**config.mk**
```make
export PLATFORM = sky130hd
export DESIGN_NAME = sample_fifo
export DESIGN_NICKNAME = d
export VERILOG_FILES = /design/src/rtl/sample_fifo.sv
export SDC_FILE = /design/constraint.sdc
export NUM_CORES = 1
export LEC_CHECK = 0
export BUFFER_PORTS_ARGS = -buffer_cell sky130_fd_sc_hd__buf_2
export CORE_MARGIN = 2
export CORE_UTILIZATION = 55
export CTS_CLUSTER_DIAMETER = 150
export DETAILED_ROUTE_END_ITERATION = 7
export PLACE_DENSITY_LB_ADDON = 0.2
export RECOVER_POWER = 100
export SLEW_MARGIN = 15
export SYNTH_ARGS = -nofsm -noshare
export SYNTH_HDL_FRONTEND = slang
export SYNTH_SLANG_ARGS = --single-unit
export TNS_END_PERCENT = 10
```
**constraint.sdc**
```tcl
create_clock -name clk -period 4.83 [get_ports clk]
set_input_delay 0.2415 -clock clk [delete_from_list [all_inputs] [get_ports clk]]
set_output_delay 0.2415 -clock clk [all_outputs]
set_load 0.005 [all_outputs]
```
**src/rtl/sample_fifo.sv**
```systemverilog
// rtl/sample_fifo.sv - synchronous sample FIFO with overflow accounting and optional pattern checker
// Optional feature: SAMPLE_FIFO_SEQ_CHECK_EN builds the generator pattern checker behind seq_err_cnt.
module sample_fifo #(
  parameter int DW = 16,
  parameter int AW = 4,
  parameter int CW = 16
) (
  input  logic          clk,
  input  logic          rst,
  input  logic          wr,
  input  logic [DW-1:0] din,
  input  logic          rd,
  output logic [DW-1:0] dout,
  output logic          dout_valid,
  output logic          empty,
  output logic          full,
  output logic [AW:0]   count,
  output logic          ovf,
  output logic [CW-1:0] drop_cnt,
  output logic [CW-1:0] seq_err_cnt
);

  localparam int DEPTH = 2 ** AW;

  logic [DW-1:0] mem [DEPTH];
  logic [AW-1:0] wr_ptr;
  logic [AW-1:0] rd_ptr;
  logic          do_rd;
  logic          do_wr;
  logic          drop;

  assign empty = (count == '0);
  assign full  = (count == (AW+1)'(DEPTH));

  // A full FIFO still takes a write when a pop frees a slot on the same edge.
  always_comb begin
    do_rd = rd & ~empty;
    do_wr = wr & (~full | do_rd);
    drop  = wr & ~do_wr;
  end

  always_ff @(posedge clk) begin
    if (!rst && do_wr) begin
      mem[wr_ptr] <= din;
    end
  end

  always_ff @(posedge clk) begin
    if (rst) begin
      wr_ptr     <= '0;
      rd_ptr     <= '0;
      count      <= '0;
      dout       <= '0;
      dout_valid <= 1'b0;
      ovf        <= 1'b0;
      drop_cnt   <= '0;
    end else begin
      dout_valid <= do_rd;
      if (do_wr) begin
        wr_ptr <= wr_ptr + 1'b1;
      end
      if (do_rd) begin
        rd_ptr <= rd_ptr + 1'b1;
        dout   <= mem[rd_ptr];
      end
      case ({do_wr, do_rd})
        2'b10:   count <= count + 1'b1;
        2'b01:   count <= count - 1'b1;
        default: count <= count;
      endcase
      if (drop) begin
        ovf <= 1'b1;
        if (drop_cnt != '1) begin
          drop_cnt <= drop_cnt + 1'b1;
        end
      end
    end
  end

`ifdef SAMPLE_FIFO_SEQ_CHECK_EN
  logic [7:0]    prev;
  logic          seeded;
  logic [CW-1:0] seq_cnt;
  logic          seq_err;

  // The first strobe after reset has no predecessor, so only byte equality is checked.
  always_comb begin
    seq_err = (din[15:8] != din[7:0]) || (seeded && (din[7:0] != prev + 8'd1));
  end

  always_ff @(posedge clk) begin
    if (rst) begin
      prev    <= '0;
      seeded  <= 1'b0;
      seq_cnt <= '0;
    end else if (wr) begin
      prev   <= din[7:0];
      seeded <= 1'b1;
      if (seq_err && seq_cnt != '1) begin
        seq_cnt <= seq_cnt + 1'b1;
      end
    end
  end

  assign seq_err_cnt = seq_cnt;
`else
  assign seq_err_cnt = '0;
`endif

endmodule

```
---- After elaboration in Yosys (flattened, before gate mapping) ----
Memory sizes are Yosys's and may differ from the RTL's. A register that Yosys moved wholly into a read port is not among the register bits.
Index checks and enable logic that the tools add are counted.
storage, ports and cells
  flip-flop bits (word level) ............. 31
  latch bits .............................. 0
  memory bits (writable) .................. 256
  memory bits (read-only) ................. 0
  input port bits ......................... 20
  word-level logic and storage cells ...... 31
  memories ................................ 1
memory list
  memory  depth  width  rd ports  clocked after Yosys merged registers in  wr ports  RTL line  source
  mem     16     16     1         1                                        1         25        logic [DW-1:0] mem [DEPTH];
operators by class
  $add $sub $neg .......................... 5
  multiply operators ...................... 0
  div/mod/pow operators ................... 0
  order comparisons ....................... 0
  equality and inequality tests ........... 4
  shift operators ......................... 0
  multiplexer cells ....................... 3
  bitwise gates (word level) .............. 7
  reductions and logical operators ........ 5
operator list
  operator               count
  $add 16x1->16 const B  1
  $ne 16x16->1 const B   1
  $pmux 5 s2             1
  $add 4x1->4 const B    2
  $add 5x1->5 const B    1
  $eq 5x5->1 const B     1
  $logic_not 5->1        1
  $sub 5x1->5 const B    1
  $and 1x1->1            3
  $not 1->1              3
  $eq 2x1->1 const B     1
  $eq 2x2->1 const B     1
  $mux 1                 2
  $reduce_and 2->1       1
  $reduce_bool 2->1      1
  $logic_and 1x1->1      1
  $logic_not 1->1        1
  $or 1x1->1             1

---- Logic depth before layout (Yosys ltp) ----
Gate-level depths: netlist of the first run.
  depth after elaboration ................. 8
  mapped depth ............................ 12
  mapped depth without buffers ............ 9

---- Least setup slack after synthesis of the first run ----
No wires, ideal clock.
  path type ............................... flip-flop to flip-flop
  start ................................... register count[0]
  end ..................................... register count[4]
  library setup time ...................... 0.081 ns
  data arrival time ....................... 2.780 ns
  data required time ...................... 4.749 ns
  path slack .............................. 1.970 ns
  cell stages (with the launch flop) ...... 13
  period minus slack after synthesis ...... 2.860 ns
  path through ............................ dfxtp_1 or4_1 buf_2 o21a_1 buf_2 buf_1 nand2_1 inv_1 ha_1 nand2b_1 a21oi_1 mux2_2 a41oi_1
between the ends
  cells in the longest elaborated chain, start to end .. 7
  elaborated cells on any way between the ends .. 13
ends and longest elaborated chain
  what                                             RTL line  source
  start, declared                                  17        output logic [AW:0] count,
  start signal, assigned                           67        2'b10: count <= count + 1'b1;
  start signal, assigned                           68        2'b01: count <= count - 1'b1;
  start signal, assigned                           69        default: count <= count;
  $logic_not 5->1                                  32        assign empty = (count == '0);
  $not 1->1                                        37        do_rd = rd & ~empty;
  $and 1x1->1                                      37
  $or 1x1->1                                       38        do_wr = wr & (~full | do_rd);
  $and 1x1->1                                      38
  $eq 2x1->1 or $eq 2x2->1 (tied branches)         66        case ({do_wr, do_rd})
  $pmux 5 s2 or $reduce_bool 2->1 (tied branches)  --
Parallel ways exist; a longest one is shown, timed or not.
A chain may end at the register's enable or synchronous reset.

==> results.toml, run 1 <==
[critical_path]
cp.arrival_ns = 3.88
start_kind = "flop"
path_cells = "nand3b_1, o22ai_1, nor4_1, nor3_1"
critical_path_class = "flop to flop"
critPathBufInv = 0
cp.required_ns = 5.28
critPathSlowestCell = "dfxtp_1"
reg2reg_from = "rd_ptr[0]"
critPathTopFamily = "flip-flops"
r2r_cells = 4
critPathMaxStageDelay_ns = 1.47
reg2reg_slack_ns = 1.40
cp-end-kind = "flop"
worst-path-max-fanout = 28
r2r-end = "dout[0]"

[routing]
post_drt_wl_per_cell_um = 22.8
drtIter0Drc = 586
drc = 0
drtAntennaViolNets = 0
first_pass_iters = 5
vias = 6785
avgViaCountPerCell = 6.03
routed_wl_um = 25600

[global_routing]
antenna_found_initial = 0
grt_pass1_vias = 6703
grt_max_degree = 68
track_usage_pct = 21.8
grt.overflow.total = 0
grt_pass1_wl_um = 39100

[cells_and_area]
post-route-util_pct = 62.2
fin_cells = 1125
nNetsFinal = 854
regArea_mm2 = 0.00863
postLayoutCellArea_mm2 = 0.0135
drive_above_1_share_pct = 14.4
n_fill_cell = 1614
diodes = 0
multi_input_area_mm2 = 0.00325
area_growth_pct = 11.1

[placement]
hpwl_um = 15300
io_buffers = 60
routabilityCongestion = 0.819
post-place-cells = 1072
dpl_worst_slack_ns = 1.56
dpl_cell_area_mm2 = 0.0128

[logic_synthesis]
synthSimpleGateAreaFrac_pct = 7.34
synth_top_family_by_area = "multiplexers"
netlist_instances = 753
avgSynthCellArea_um2 = 16.2
ys_seq_area_share_pct = 70.8
ys_seq_elements = 303
synth_area_mm2 = 0.0122
yosys_warnings = 0
async_reset_ff_share_pct = 0
dominantRegCellSynth = "edfxtp_1"
synth-edff-count = 256
synth_compound_area_share_pct = 4.64
synth_area_leaders = "edfxtp_1, dfxtp_1, mux4_2"
synth_xor_area_share_pct = 0.431
ys_types = 54
synth_top_cell_by_area = "edfxtp_1"
synth_adder_area_share_pct = 1.09
synthMuxAreaShare_pct = 13.0
synth_top_area_share_pct = 63.1

[die]
die_area_mm2 = 0.0234
die_w_um = 153
num_rows = 54
die_h_um = 153
core_mm2 = 0.0218
floorplan.io_pins = 77
start_util_pct = 56.0

[outcome]
violations = "max-capacitance violations, max-slew violations"
status = "finished with violations"

[clocking]
cts_setup_buffers = 0
cts.sinks = 303
clockBufferDepth = 3
cts_max_level = 1
clock_latency_ns = 0.55
ctsResizeCount = 0
cts_tree = "built"
cts_made_buffers = 30
ctsHoldBuffers = 0
cts_root_buf = "clkbuf_16"
clk_pin_slew_ns = 0.06

[timing]
period_share_pct = 71.0
rsz0062_at_grt = "false"
worst_slack_ns = 1.40
setup_viol = 0
tightest_slew_ns = 1.72
whs_ns = 0.123
drv_slew = 29
tns_ns = 0
worst_clock_skew_ns = 0.0162
hold_violations = 0
slew_headroom_pct = -14.6
period_needed_ns = 3.43
fmax_mhz = 291

[pwr]
p_total_mw = 6.14
power.density_mw_per_mm2 = 453
p_leak_nw = 4.37
vdd_ir_drop_max_mv = 0.260

[job]
cap_violations = 1

[hold_path]
hold_path.class = "primary input to flop"
whs_endpoint = "count[4]"
hold_start = "rd"
hold_depth = 3
## layer usage
layer | up-vias | GRT usage, % | wire (um)
met5 | - | 0 | 0
met4 | 0 | 4.81 | 461
met3 | 37 | 3.35 | 1700
met2 | 259 | 36.1 | 12600
met1 | 3423 | 31.1 | 10800
li1 | 3066 | - | -
## tightest hold or removal path, cell delays in order
cell and delay, ns:
buf_2 0.15, o211ai_1 0.09, a41oi_1 0.11
## sequential cells by signal (all words and copies together) (netlist names)
register	count
mem	256
rd_ptr	4
dout_valid	1
wr_ptr	4
dout	16
drop_cnt	16
ovf	1
count	5
## power breakdown
group	total (mW)	internal, mW	switching [mW]	leakage (nW)
registers	3.08	2.94	0.132	2.69
clock network	2.18	1.27	0.907	0.450
logic	0.886	0.395	0.491	1.23
total	6.14	4.61	1.53	4.37
## layout by cell type, fill, tap and decap left out, drive strengths merged, types with 2 or more instances in the layout
cell and n:
or3b 2, nand3b 4, nor4 20, mux2 14, o211ai 4, o21ai 4
o22ai 32, inv 8, o21a 2, and2 2, clkbuf 85, conb 16
nor2b 10, or3 5, clkinv 12, mux4 32, nor2 65, nand2b 6
a211oi 3, bufinv 2, mux2i 68, nor3 18, xnor2 2, nand3 9
or4 3, and3 4, nand2 15, a21oi 13, xor2 4, nor4b 2
nand4 4, o31ai 3, edfxtp 256, buf 35, a22o 15, dfxtp 47
ha 9
## worst max path at each step
| stage | cells past startpoint | slack, ns | endpoint | start |
|---|---|---|---|---|
| CTS | 9 | 1.54 | count[4] | count[0] |
| global placement | 9 | 1.71 | count[4] | count[0] |
| floorplan | 12 | 1.97 | count[4] | count[0] |
| finish | 4 | 1.40 | dout[0] | rd_ptr[0] |
| global route | 4 | 0.99 | dout[6] | rd_ptr[0] |
| detailed placement | 9 | 1.56 | count[4] | count[0] |
## cell families after synthesis
kind of cell,after synthesis
DFF,303
and+or+nand+nor,173
muxes,114
AOI/OAI and AO/OA,81
buffers and inverters,65
adders and majority gates,10
xor gates and xnor gates,6
other,1
## cells in the mapped netlist, types with 6 or more instances
library cell	instances
a21oi_1	13
a22o_1	15
buf_2	19
buf_4	16
clkbuf_1	20
dfxtp_1	47
edfxtp_1	256
ha_1	9
inv_1	8
mux2_2	11
mux2i_1	67
mux4_2	32
nand2_1	15
nand2b_1	6
nand3_1	8
nor2_1	65
nor2b_1	10
nor3_1	18
nor4_1	19
o22ai_1	32
## cell type report
cell class | count | area share, %
clock buffer | 39 | 5.95
clock inverter | 14 | 0.850
inverter | 8 | 0.222
multi-input combinational | 400 | 24.0
sequential | 303 | 63.7
tap | 280 | 2.59
timing repair buffer | 81 | 2.66
Power figures use the tool's default switching activity.
==> run 2, diff against run 1 <==
Clock period 4.83 ns to 3.6 ns, I/O delays scaled along.
==> run 2 against run 1 <==
The flow now finishes without violations; register-to-register slack worse by 0.69 ns; core utilization up 0.37 points; setup slack worse by 0.69 ns; clock skew down 0.0092 ns; critical path depth up 1.
==> results.toml, run 2 (synthesis gave the netlist of run 1 again) <==
[pwr]
power.density_mw_per_mm2 = 608
vdd_ir_drop_max_mv = 0.340
p_leak_nw = 4.40

[critical_path]
reg2reg_slack_ns = 0.71
reg2reg_from = "count[0]"
critical_path_class = "flop to flop"
cp.required_ns = 3.78
worst-path-max-fanout = 10
cp-end-kind = "flop"
cp.arrival_ns = 3.07
r2r_cells = 5
start_kind = "flop"
r2r-end = "mem[13][13]"

[clocking]
cts.sinks = 303
cts_setup_buffers = 0
clk_pin_slew_ns = 0.06
clock_latency_ns = 0.55
cts_tree = "built"
ctsResizeCount = 0
clockBufferDepth = 3
cts_made_buffers = 30
ctsHoldBuffers = 0
cts_max_level = 1
cts_root_buf = "clkbuf_16"

[placement]
routabilityCongestion = 0.806
hpwl_um = 15700
io_buffers = 60

[global_routing]
grt.overflow.total = 0
track_usage_pct = 21.6
grt_pass1_vias = 6867
grt_pass1_wl_um = 39200
grt_max_degree = 64
antenna_found_initial = 0

[cells_and_area]
top_register = "mem"
layout_commonest_cell = "edfxtp_1"
largest_reg_flops = 256
nNetsFinal = 864
final_cell_mix = "edfxtp_1, mux2i_1, clkbuf_1"
area_growth_pct = 11.8
reg.largest.list = "mem: 256 flops, dout: 16 flops, drop_cnt: 16 flops"
diodes = 0
drive_above_1_share_pct = 15.0

[routing]
drc = 0
drtIter0Drc = 586
drtAntennaViolNets = 0
first_pass_iters = 5
vias = 6851
post_drt_wl_per_cell_um = 22.1
avgViaCountPerCell = 6.02
routed_wl_um = 25100

[timing]
period_share_pct = 80.2
fmax_mhz = 346
setup_viol = 0
drv_slew = 0
tns_ns = 0
worst_clock_skew_ns = 0.00698
rsz0062_at_grt = "false"
slew_headroom_pct = 14.9
tightest_slew_ns = 1.28
hold_violations = 0
whs_ns = 0.0492
period_needed_ns = 2.89

[hold_path]
whs_endpoint = "count[4]"
hold_path.class = "primary input to flop"
hold_start = "rd"
hold_depth = 3

[die]
core_mm2 = 0.0218
num_rows = 54
die_area_mm2 = 0.0234
die_w_um = 153
die_h_um = 153
floorplan.io_pins = 77
start_util_pct = 56.0

[job]
cap_violations = 0

[outcome]
status = "finished, final reports clean"
==> run 2: cell type report <==
cell class                      instances  area [um^2]
Inverter                                8         30.0
Multi-Input combinational cell        400         3240
Fill cell                            1578         8140
Tap cell                              280          350
Sequential cell                       303         8630
Clock inverter                         10         75.1
Clock buffer                           46          872
Timing Repair Buffer                   91          423
==> run 2: worst max-delay path by stage <==
stage,startpoint,to,depth (start not counted)
finish,count[0],mem[13][13],5
global placement,count[0],count[4],9
CTS,count[0],count[4],9
floorplan,count[0],count[4],12
detailed placement,count[0],count[4],9
global route,count[0],drop_cnt[14],4
==> run 2: through the flow <==
step	cell area, um^2	utilization, %	setup slack, ns	instances	power [mW]
after global placement	12800	59.1	0.923	1082	5.42
after global routing	13600	62.6	0.499	1138	8.60
after floorplan	12200	-	0.740	768	5.04
after detailed placement	12800	59.1	0.819	1082	5.47
final	13600	62.6	0.712	1138	8.28
after CTS	13800	63.4	0.816	1138	8.41
==> run 2: report_power, final <==
part           leakage (nW)  internal [mW]  switching (mW)
Clock                 0.466           1.73            1.22
Combinational          1.25          0.536           0.684
Sequential             2.69           3.95           0.151
==> run 2: worst max-delay path, stage by stage (launching register included) <==
cell	delay (ns)
dfxtp_1	0.42
or4_1	0.34
o21a_1	0.32
nand2_1	0.17
nor2_1	0.63
clkbuf_1	0.64
==> run 2: routing by layer <==
metal | global-route usage (%) | share of wire [%] | up-vias
met5 | 0 | 0 | -
met4 | 5.56 | 1.7 | 0
met3 | 2.81 | 7.0 | 32
met2 | 35.5 | 49 | 285
met1 | 31.0 | 43 | 3462
li1 | - | - | 3072
